`src/rtl/cpu_pkg.sv`:
```
// Shared constants for the 8-bit simple processor: opcodes, ALU select
// codes, control-unit FSM encoding and instruction classes.
package cpu_pkg;

  localparam logic [7:0] OP_LOADI = 8'h00;
  localparam logic [7:0] OP_MOV   = 8'h01;
  localparam logic [7:0] OP_ADD   = 8'h02;
  localparam logic [7:0] OP_SUB   = 8'h03;
  localparam logic [7:0] OP_AND   = 8'h04;
  localparam logic [7:0] OP_OR    = 8'h05;
  localparam logic [7:0] OP_J     = 8'h06;
  localparam logic [7:0] OP_BEQ   = 8'h07;
  localparam logic [7:0] OP_LWD   = 8'h08;
  localparam logic [7:0] OP_LWI   = 8'h09;
  localparam logic [7:0] OP_SWD   = 8'h0A;
  localparam logic [7:0] OP_SWI   = 8'h0B;

  localparam logic [2:0] ALU_FWD = 3'b000;
  localparam logic [2:0] ALU_ADD = 3'b001;
  localparam logic [2:0] ALU_AND = 3'b010;
  localparam logic [2:0] ALU_OR  = 3'b011;

  typedef enum logic [1:0] {
    ST_IDLE = 2'd0,
    ST_EXEC = 2'd1,
    ST_MEM  = 2'd2,
    ST_WB   = 2'd3
  } state_e;

  // How an instruction is sequenced after EXEC.
  typedef enum logic [2:0] {
    CLS_NONE   = 3'd0,
    CLS_ALU    = 3'd1,
    CLS_LOAD   = 3'd2,
    CLS_STORE  = 3'd3,
    CLS_JUMP   = 3'd4,
    CLS_BRANCH = 3'd5
  } instr_cls_e;

endpackage

```
`src/rtl/cpu_control_instr_decode.sv`:
```
// Combinational opcode decoder: ALU controls, sequencing class and the
// illegal-opcode flag for one 8-bit opcode.
module instr_decode
  import cpu_pkg::*;
(
  input  logic [7:0] i_opcode,
  output logic [2:0] o_select,
  output logic       o_twoscomp,
  output logic       o_immsel,
  output instr_cls_e o_cls,
  output logic       o_illegal
);

  // Map opcode to ALU select, operand steering and class
  always_comb begin
    o_select   = ALU_FWD;
    o_twoscomp = 1'b0;
    o_immsel   = 1'b0;
    o_cls      = CLS_NONE;
    o_illegal  = 1'b0;
    case (i_opcode)
      OP_LOADI: begin
        o_immsel = 1'b1;
        o_cls    = CLS_ALU;
      end
      OP_MOV: begin
        o_cls = CLS_ALU;
      end
      OP_ADD: begin
        o_select = ALU_ADD;
        o_cls    = CLS_ALU;
      end
      OP_SUB: begin
        o_select   = ALU_ADD;
        o_twoscomp = 1'b1;
        o_cls      = CLS_ALU;
      end
      OP_AND: begin
        o_select = ALU_AND;
        o_cls    = CLS_ALU;
      end
      OP_OR: begin
        o_select = ALU_OR;
        o_cls    = CLS_ALU;
      end
      OP_J: begin
        o_cls = CLS_JUMP;
      end
      OP_BEQ: begin
        o_select   = ALU_ADD;
        o_twoscomp = 1'b1;
        o_cls      = CLS_BRANCH;
      end
      OP_LWD: begin
        o_cls = CLS_LOAD;
      end
      OP_LWI: begin
        o_immsel = 1'b1;
        o_cls    = CLS_LOAD;
      end
      OP_SWD: begin
        o_cls = CLS_STORE;
      end
      OP_SWI: begin
        o_immsel = 1'b1;
        o_cls    = CLS_STORE;
      end
      default: begin
        o_illegal = 1'b1;
      end
    endcase
  end

endmodule

```
`src/rtl/cpu_control.sv`:
```
// Multi-cycle control unit: accepts one instruction per handshake, drives
// the ALU controls, sequences the data-cache access and register write-back.
module cpu_control
  import cpu_pkg::*;
(
  input  logic        CLK,
  input  logic        RESET,
  input  logic [31:0] INSTRUCTION,
  input  logic        INSTR_VALID,
  output logic        INSTR_READY,
  input  logic        ZERO,
  input  logic        BUSYWAIT,
  output logic [2:0]  SELECT,
  output logic        TWOSCOMP,
  output logic        IMMSEL,
  output logic [7:0]  IMMEDIATE,
  output logic [2:0]  READREG1,
  output logic [2:0]  READREG2,
  output logic [2:0]  WRITEREG,
  output logic        WRITEENABLE,
  output logic        WRITESRC,
  output logic        MEMREAD,
  output logic        MEMWRITE,
  output logic        JUMP,
  output logic        BRANCH,
  output logic [7:0]  OFFSET,
  output logic        ILLEGAL
);

  state_e     r_state;
  logic [31:0] r_ir;
  logic [2:0] r_select;
  logic       r_twoscomp;
  logic       r_immsel;
  instr_cls_e r_cls;
  logic       r_we;
  logic       r_wsrc;
  logic       r_memread;
  logic       r_memwrite;
  logic       r_jump;
  logic       r_branch_en;
  logic       r_illegal;

  logic [2:0] w_select;
  logic       w_twoscomp;
  logic       w_immsel;
  instr_cls_e w_cls;
  logic       w_illegal;
  logic       w_unused_bits;

  // Decode the incoming opcode so controls are registered on the accept edge
  instr_decode u_decode (
    .i_opcode   (INSTRUCTION[31:24]),
    .o_select   (w_select),
    .o_twoscomp (w_twoscomp),
    .o_immsel   (w_immsel),
    .o_cls      (w_cls),
    .o_illegal  (w_illegal)
  );

  // Instruction sequencing FSM with registered control outputs
  always_ff @(posedge CLK) begin
    if (RESET) begin
      r_state     <= ST_IDLE;
      r_ir        <= 32'd0;
      r_select    <= ALU_FWD;
      r_twoscomp  <= 1'b0;
      r_immsel    <= 1'b0;
      r_cls       <= CLS_NONE;
      r_we        <= 1'b0;
      r_wsrc      <= 1'b0;
      r_memread   <= 1'b0;
      r_memwrite  <= 1'b0;
      r_jump      <= 1'b0;
      r_branch_en <= 1'b0;
      r_illegal   <= 1'b0;
    end else begin
      case (r_state)
        ST_IDLE: begin
          if (INSTR_VALID) begin
            r_ir        <= INSTRUCTION;
            r_select    <= w_select;
            r_twoscomp  <= w_twoscomp;
            r_immsel    <= w_immsel;
            r_cls       <= w_cls;
            r_jump      <= (w_cls == CLS_JUMP);
            r_branch_en <= (w_cls == CLS_BRANCH);
            r_illegal   <= w_illegal;
            r_state     <= ST_EXEC;
          end else begin
            r_state <= ST_IDLE;
          end
        end
        ST_EXEC: begin
          r_jump      <= 1'b0;
          r_branch_en <= 1'b0;
          r_illegal   <= 1'b0;
          case (r_cls)
            CLS_ALU: begin
              r_we    <= 1'b1;
              r_wsrc  <= 1'b0;
              r_state <= ST_WB;
            end
            CLS_LOAD: begin
              r_memread <= 1'b1;
              r_state   <= ST_MEM;
            end
            CLS_STORE: begin
              r_memwrite <= 1'b1;
              r_state    <= ST_MEM;
            end
            default: begin
              // jump, branch and illegal finish in EXEC
              r_select   <= ALU_FWD;
              r_twoscomp <= 1'b0;
              r_immsel   <= 1'b0;
              r_state    <= ST_IDLE;
            end
          endcase
        end
        ST_MEM: begin
          if (!BUSYWAIT) begin
            r_memread  <= 1'b0;
            r_memwrite <= 1'b0;
            if (r_cls == CLS_LOAD) begin
              r_we    <= 1'b1;
              r_wsrc  <= 1'b1;
              r_state <= ST_WB;
            end else begin
              r_select   <= ALU_FWD;
              r_twoscomp <= 1'b0;
              r_immsel   <= 1'b0;
              r_state    <= ST_IDLE;
            end
          end else begin
            r_state <= ST_MEM;
          end
        end
        ST_WB: begin
          r_we       <= 1'b0;
          r_wsrc     <= 1'b0;
          r_select   <= ALU_FWD;
          r_twoscomp <= 1'b0;
          r_immsel   <= 1'b0;
          r_state    <= ST_IDLE;
        end
        default: begin
          r_state <= ST_IDLE;
        end
      endcase
    end
  end

  // Opcode and upper src1 bits are held in the register but drive no output
  assign w_unused_bits = ^{r_ir[31:24], r_ir[15:11]};

  assign INSTR_READY = (r_state == ST_IDLE) & ~RESET;
  assign SELECT      = r_select;
  assign TWOSCOMP    = r_twoscomp;
  assign IMMSEL      = r_immsel;
  assign IMMEDIATE   = r_ir[7:0];
  assign READREG1    = r_ir[10:8];
  assign READREG2    = r_ir[2:0];
  assign WRITEREG    = r_ir[18:16];
  assign OFFSET      = r_ir[23:16];
  assign WRITEENABLE = r_we;
  assign WRITESRC    = r_wsrc;
  assign MEMREAD     = r_memread;
  assign MEMWRITE    = r_memwrite;
  assign JUMP        = r_jump;
  // ZERO settles within the EXEC cycle, so the branch decision is taken live
  assign BRANCH      = r_branch_en & ZERO;
  assign ILLEGAL     = r_illegal;

endmodule
```
`config.mk`:
```
export PLATFORM = sky130hd
export DESIGN_NAME = cpu_control
export DESIGN_NICKNAME = d
export VERILOG_FILES = /design/src/rtl/cpu_pkg.sv /design/src/rtl/cpu_control_instr_decode.sv /design/src/rtl/cpu_control.sv
export SDC_FILE = /design/constraint.sdc
export NUM_CORES = 1
export LEC_CHECK = 0
export ABC_CLOCK_PERIOD_IN_PS = 3800
export BUFFER_PORTS_ARGS = -buffer_cell sky130_fd_sc_hd__buf_4
export CORE_MARGIN = 2
export CORE_UTILIZATION = 50
export CTS_BUF_LIST = sky130_fd_sc_hd__clkbuf_8
export DETAILED_ROUTE_END_ITERATION = 16
export PLACE_DENSITY = 0.92
export SLEW_MARGIN = 20
export SYNTH_ARGS = -nofsm -noshare
export SYNTH_HDL_FRONTEND = slang
export SYNTH_SLANG_ARGS = --single-unit
```
`constraint.sdc`:
```
create_clock -name CLK -period 3.8 [get_ports CLK]
set_input_delay 0.76 -clock CLK [delete_from_list [all_inputs] [get_ports CLK]]
set_output_delay 0.76 -clock CLK [all_outputs]
set_load 0.02 [all_outputs]
```
* After elaboration in Yosys (flattened, before gate mapping)
Index checks and enable logic that the tools add are counted.
** Storage, ports and cells
- Register bits after elaboration :: 41
- Output and inout port bits :: 38
- Logic and storage cells :: 101
** Cells by class
- Equality and inequality tests :: 27
- Mux-type cells :: 38
- Bitwise gates (word level) :: 3
- Reductions and logical operators :: 20
** Operators by type and width (count)
- 8-bit by 3-bit equality test with 1-bit output (second input constant) :: 4
- 8-bit by 4-bit equality test with 1-bit output (second input constant) :: 4
- 1-bit two-way mux :: 18
- 8-bit by 2-bit equality test with 1-bit output (second input constant) :: 2
- 2-bit inequality test (second input constant) :: 8
- 3-bit case mux with 5 select lines :: 1
- 3-bit two-way mux :: 4
- 3-bit case mux with 4 select lines :: 1
- 12-bit OR reduction :: 1
- 1-bit case mux with 2 select lines :: 5
- 3-bit OR reduction :: 3
- 8-bit by 1-bit equality test with 1-bit output (second input constant) :: 1
- 8-bit logical NOT :: 1
- 1-bit case mux with 4 select lines :: 2
- 2-bit case mux with 4 select lines :: 1
- 4-bit AND reduction :: 2
- 2-bit OR reduction :: 4
- 3-bit by 2-bit equality test with 1-bit output (second input constant) :: 2
- 3-bit equality test (second input constant) :: 2
- 1-bit case mux with 3 select lines :: 2
- 2-bit case mux with 3 select lines :: 1
- 3-bit AND reduction :: 2
- 6-bit OR reduction :: 1
- 2-bit equality test (second input constant) :: 2
- other kinds (10) :: 14

* Depth between registers and ports, before layout
- Word-level depth :: 6
- Mapped depth :: 6

* Hierarchy
A second synthesis with hierarchy kept.
** Unflattened totals
- Cells, all modules :: 202
- Area total of the unflattened synthesis :: 1614.0 sq um
** By module, submodules not included
- cpu_control :: instances 1, cells an instance 181, area an instance 1473.9 sq um, sequential area each 720.7 sq um
- instr_decode :: instances 1, cells an instance 21, area an instance 140.1 sq um, sequential area each 0.0 sq um

* Least setup slack after synthesis
OpenSTA, ideal clock, no wires.
- Kind :: input -> output
- Start :: input RESET
- End :: output INSTR_READY
- Arrival time :: 1.487 ns
- Data required time :: 3.040 ns
- Setup slack :: 1.553 ns
- Stages :: 2
- Path through :: clkbuf_1 nor3_1
** On the way
- Longest elaborated chain between the ends :: 2
** Ends and longest elaborated chain
- start: declaration :: line cpu_control.sv:7 : input logic RESET,
- 1-bit inverter :: line cpu_control.sv:157 : assign INSTR_READY = (r_state == ST_IDLE) & ~RESET;
- 1-bit bitwise AND :: line cpu_control.sv:157
- end: declaration :: line cpu_control.sv:10 : output logic INSTR_READY,
No other way between the ends.

* Worst setup path after layout
- Start :: input INSTR_VALID
- End :: register r_branch_en
** On the way
- Longest elaborated chain between the ends :: 2
** Ends and longest elaborated chain
- start: declaration :: line cpu_control.sv:9 : input logic INSTR_VALID,
- 2-bit inequality test (no line)
- 2-bit AND reduction (no line)
- end signal: assignment :: line cpu_control.sv:87 : r_branch_en <= (w_cls == CLS_BRANCH);
- end: declaration :: line cpu_control.sv:41 : logic r_branch_en;
No other way between the ends.
A chain may end at the register's enable or synchronous reset.

==> results.toml <==
[run_status]
status = "finished, final reports clean"

[power]
leakage_nw = 0.918
ir_drop_mv = 0.319
power.density_mw_per_mm2 = 426
total_power_mw = 0.897

[yosys]
synth_area_leader_cell = "dfxtp_1"
synth_flop_cell = "dfxtp_1"
synth_area_leaders = "dfxtp_1, nand2_1, a21oi_1"
ys_ff_latch = 35
synth_edf_count = 0
netlist_area_mm2 = 0.00153
post_synth.cell_area_avg_um2 = 7.90
yosysTopAreaCellShare_pct = 45.9
syn_inst = 193
ys_seq_area_share_pct = 45.9
synthArstFlopShare_pct = 0
syn_nets = 230
synthDistinctLibCells = 40
yosys_warnings = 0

[drt]
drt_iter0_drc = 43
drt_wl_total_um = 3460
dr.pass1.iters = 6
via_count = 1489
via_per_inst = 5.28
wire_per_inst_um = 12.3
drtAntennaViolNets = 0
drcViolationCount = 0

[global_route]
gr-total-overflow = 0
grt_max_degree = 38
grt_pass1_wl_um = 5530
antenna_found_initial = 0
use_met1_pct = 24.4
grtUsageMet3_pct = 7.42
met2_usage_pct = 35.5
grtUsageTotal_pct = 20.8
grt_pass1_vias = 1310
grt-busiest-layer = "met2"

[clock_network]
cts_buffers = 5
clock_path_buffers = 2
cts_root_buffer = "clkbuf_8"
cts_resized = 0
cts_tree = "done"
cts_sinks = 35
htreeDepth = 2
postCtsHoldBufs = 0
path_clk_slew_ns = 0.07
insertion_delay_ns = 0.28
postCtsSetupBuffers = 0

[floorplanning]
die_w_um = 59.2
io_pins = 75
die_h_um = 59.2
start_util_pct = 51.2
rows = 20
die_area_mm2 = 0.00351
core_area_mm2 = 0.00298

[sta]
final_max_slew_viol_count = 0
setup_viol = 0
rsz0062_at_grt = "false"
period_needed_ns = 2.33
layout_setup_ws_ns = 1.47
tightest_slew_ns = 0.820
setup_tns_ns = 0
hold_viol = 0
relSlewSlack_pct = 45.4
final.setup_skew_ns = 0.00709
min_period_over_period_pct = 61.2
fmax_mhz = 430

[setup_path]
crit_path_end_kind = "flop"
arrival_ns = 2.53
start_kind = "input port"
worstPathMaxFanout = 25
required_ns = 4.01
criticalPathCategory = "in2reg"

[min_path]
hold_class = "reg2reg"

[final_layout]
fin_nets = 285
num_antenna_cells = 0
drive_above_1_share_pct = 30.9
utilization_pct = 70.8
fillers = 270
area_delta_synth_final_pct = 38.1

[placement]
io_buffers = 68
hpwl_um = 2460
place.gp.congestion = 0.772
pre_cts_ws_ns = 1.18

[flow_run]
maxCapViolCount = 0
[stage by stage]
step                instance area (µm²)  cells  hold slack (ns)
floorplan                          1530    193            0.424
detailed placement                 1970    274            0.440
global route                       2110    282            0.470
global placement                   1970    274            0.436
CTS                                2110    282            0.456
finish                             2110    282            0.453
[path summary, 6_finish.rpt]
check / start / end / slack, ns / cells past startpoint
worst max-delay path: INSTR_VALID / r_branch_en$_SDFFE_PP0P_ / 1.47 / 5
worst min-delay path: ILLEGAL$_SDFFE_PP0P_ / ILLEGAL$_SDFFE_PP0P_ / 0.45 / 1
worst max register to register: r_state[1]$_SDFF_PP0_ / r_branch_en$_SDFFE_PP0P_ / 1.56 / 4
worst min register to register: ILLEGAL$_SDFFE_PP0P_ / ILLEGAL$_SDFFE_PP0P_ / 0.45 / 1
[worst max-delay path: stages]
cell,delay (ns)
buf_4,0.10
or3b_1,0.70
or4_4,0.63
or2_0,0.21
o2bb2ai_1,0.13
[where the power goes]
part / internal, mW / total [mW] / switching [mW]
clock: 0.259 / 0.384 / 0.124
sequential: 0.381 / 0.390 / 0.00925
combinational: 0.0562 / 0.124 / 0.0674
[cells in the final DEF, fill, tap and decap left out, types with 2 or more instances in the layout]
master	instances
buf_4	68
nand2_1	42
dfxtp_1	35
a21oi_1	27
nor2_1	13
inv_1	7
nor3_1	5
clkbuf_8	5
nand2b_1	4
a211oi_1	3
o21ai_0	3
or3b_1	2
nor3b_1	2
nor2b_1	2
a21o_1	2
nand3_1	2
o32ai_1	2
a32oi_1	2
bufinv_16	2
[cells in the mapped netlist, types with 2 or more instances]
library cell / instances
clkbuf_1: 12
buf_4: 7
o21ai_0: 3
or3b_1: 2
a21oi_1: 27
inv_1: 6
nand2b_1: 4
nor3_1: 5
a21o_1: 2
a211oi_1: 3
dfxtp_1: 35
o32ai_1: 2
a32oi_1: 2
nand2_1: 42
nor2_1: 13
nor3b_1: 2
nor2b_1: 2
nand3_1: 2
[logic make-up (layout without fill, tap and decap cells)]
kind of cell / after synthesis / in the layout / synth area share (%)
simple gates: 82 / 82 / 25.5
compound gates: 48 / 48 / 19.4
flops: 35 / 35 / 45.9
buf+inv: 26 / 82 / 8.20
other cells: 1 / 1 / 0.246
mux: 1 / 1 / 0.656
[sequential cells by signal, indices dropped and copies added (netlist names)]
register     cells
ILLEGAL          1
IMMSEL           1
JUMP             1
MEMREAD          1
MEMWRITE         1
SELECT           2
TWOSCOMP         1
WRITEENABLE      1
WRITESRC         1
r_branch_en      1
r_cls            3
r_ir            19
r_state          2
[per-layer routing]
metal / up-vias / wire length, µm
met5: - / 0
met4: 0 / 0
met3: 0 / 192
met2: 48 / 1800
met1: 682 / 1470
li1: 759 / -
[layout make-up]
type | count | area [µm²] | share of cell area (%)
repair buffers | 68 | 510 | 24.2
inverters | 6 | 22.5 | 1.07
multi-input cells | 132 | 699 | 33.2
clock buffers | 5 | 68.8 | 3.27
clock inverters | 3 | 63.8 | 3.03
well taps | 33 | 41.3 | 1.96
flip-flops and latches | 35 | 701 | 33.3
(Power assumes the default switching activity.)
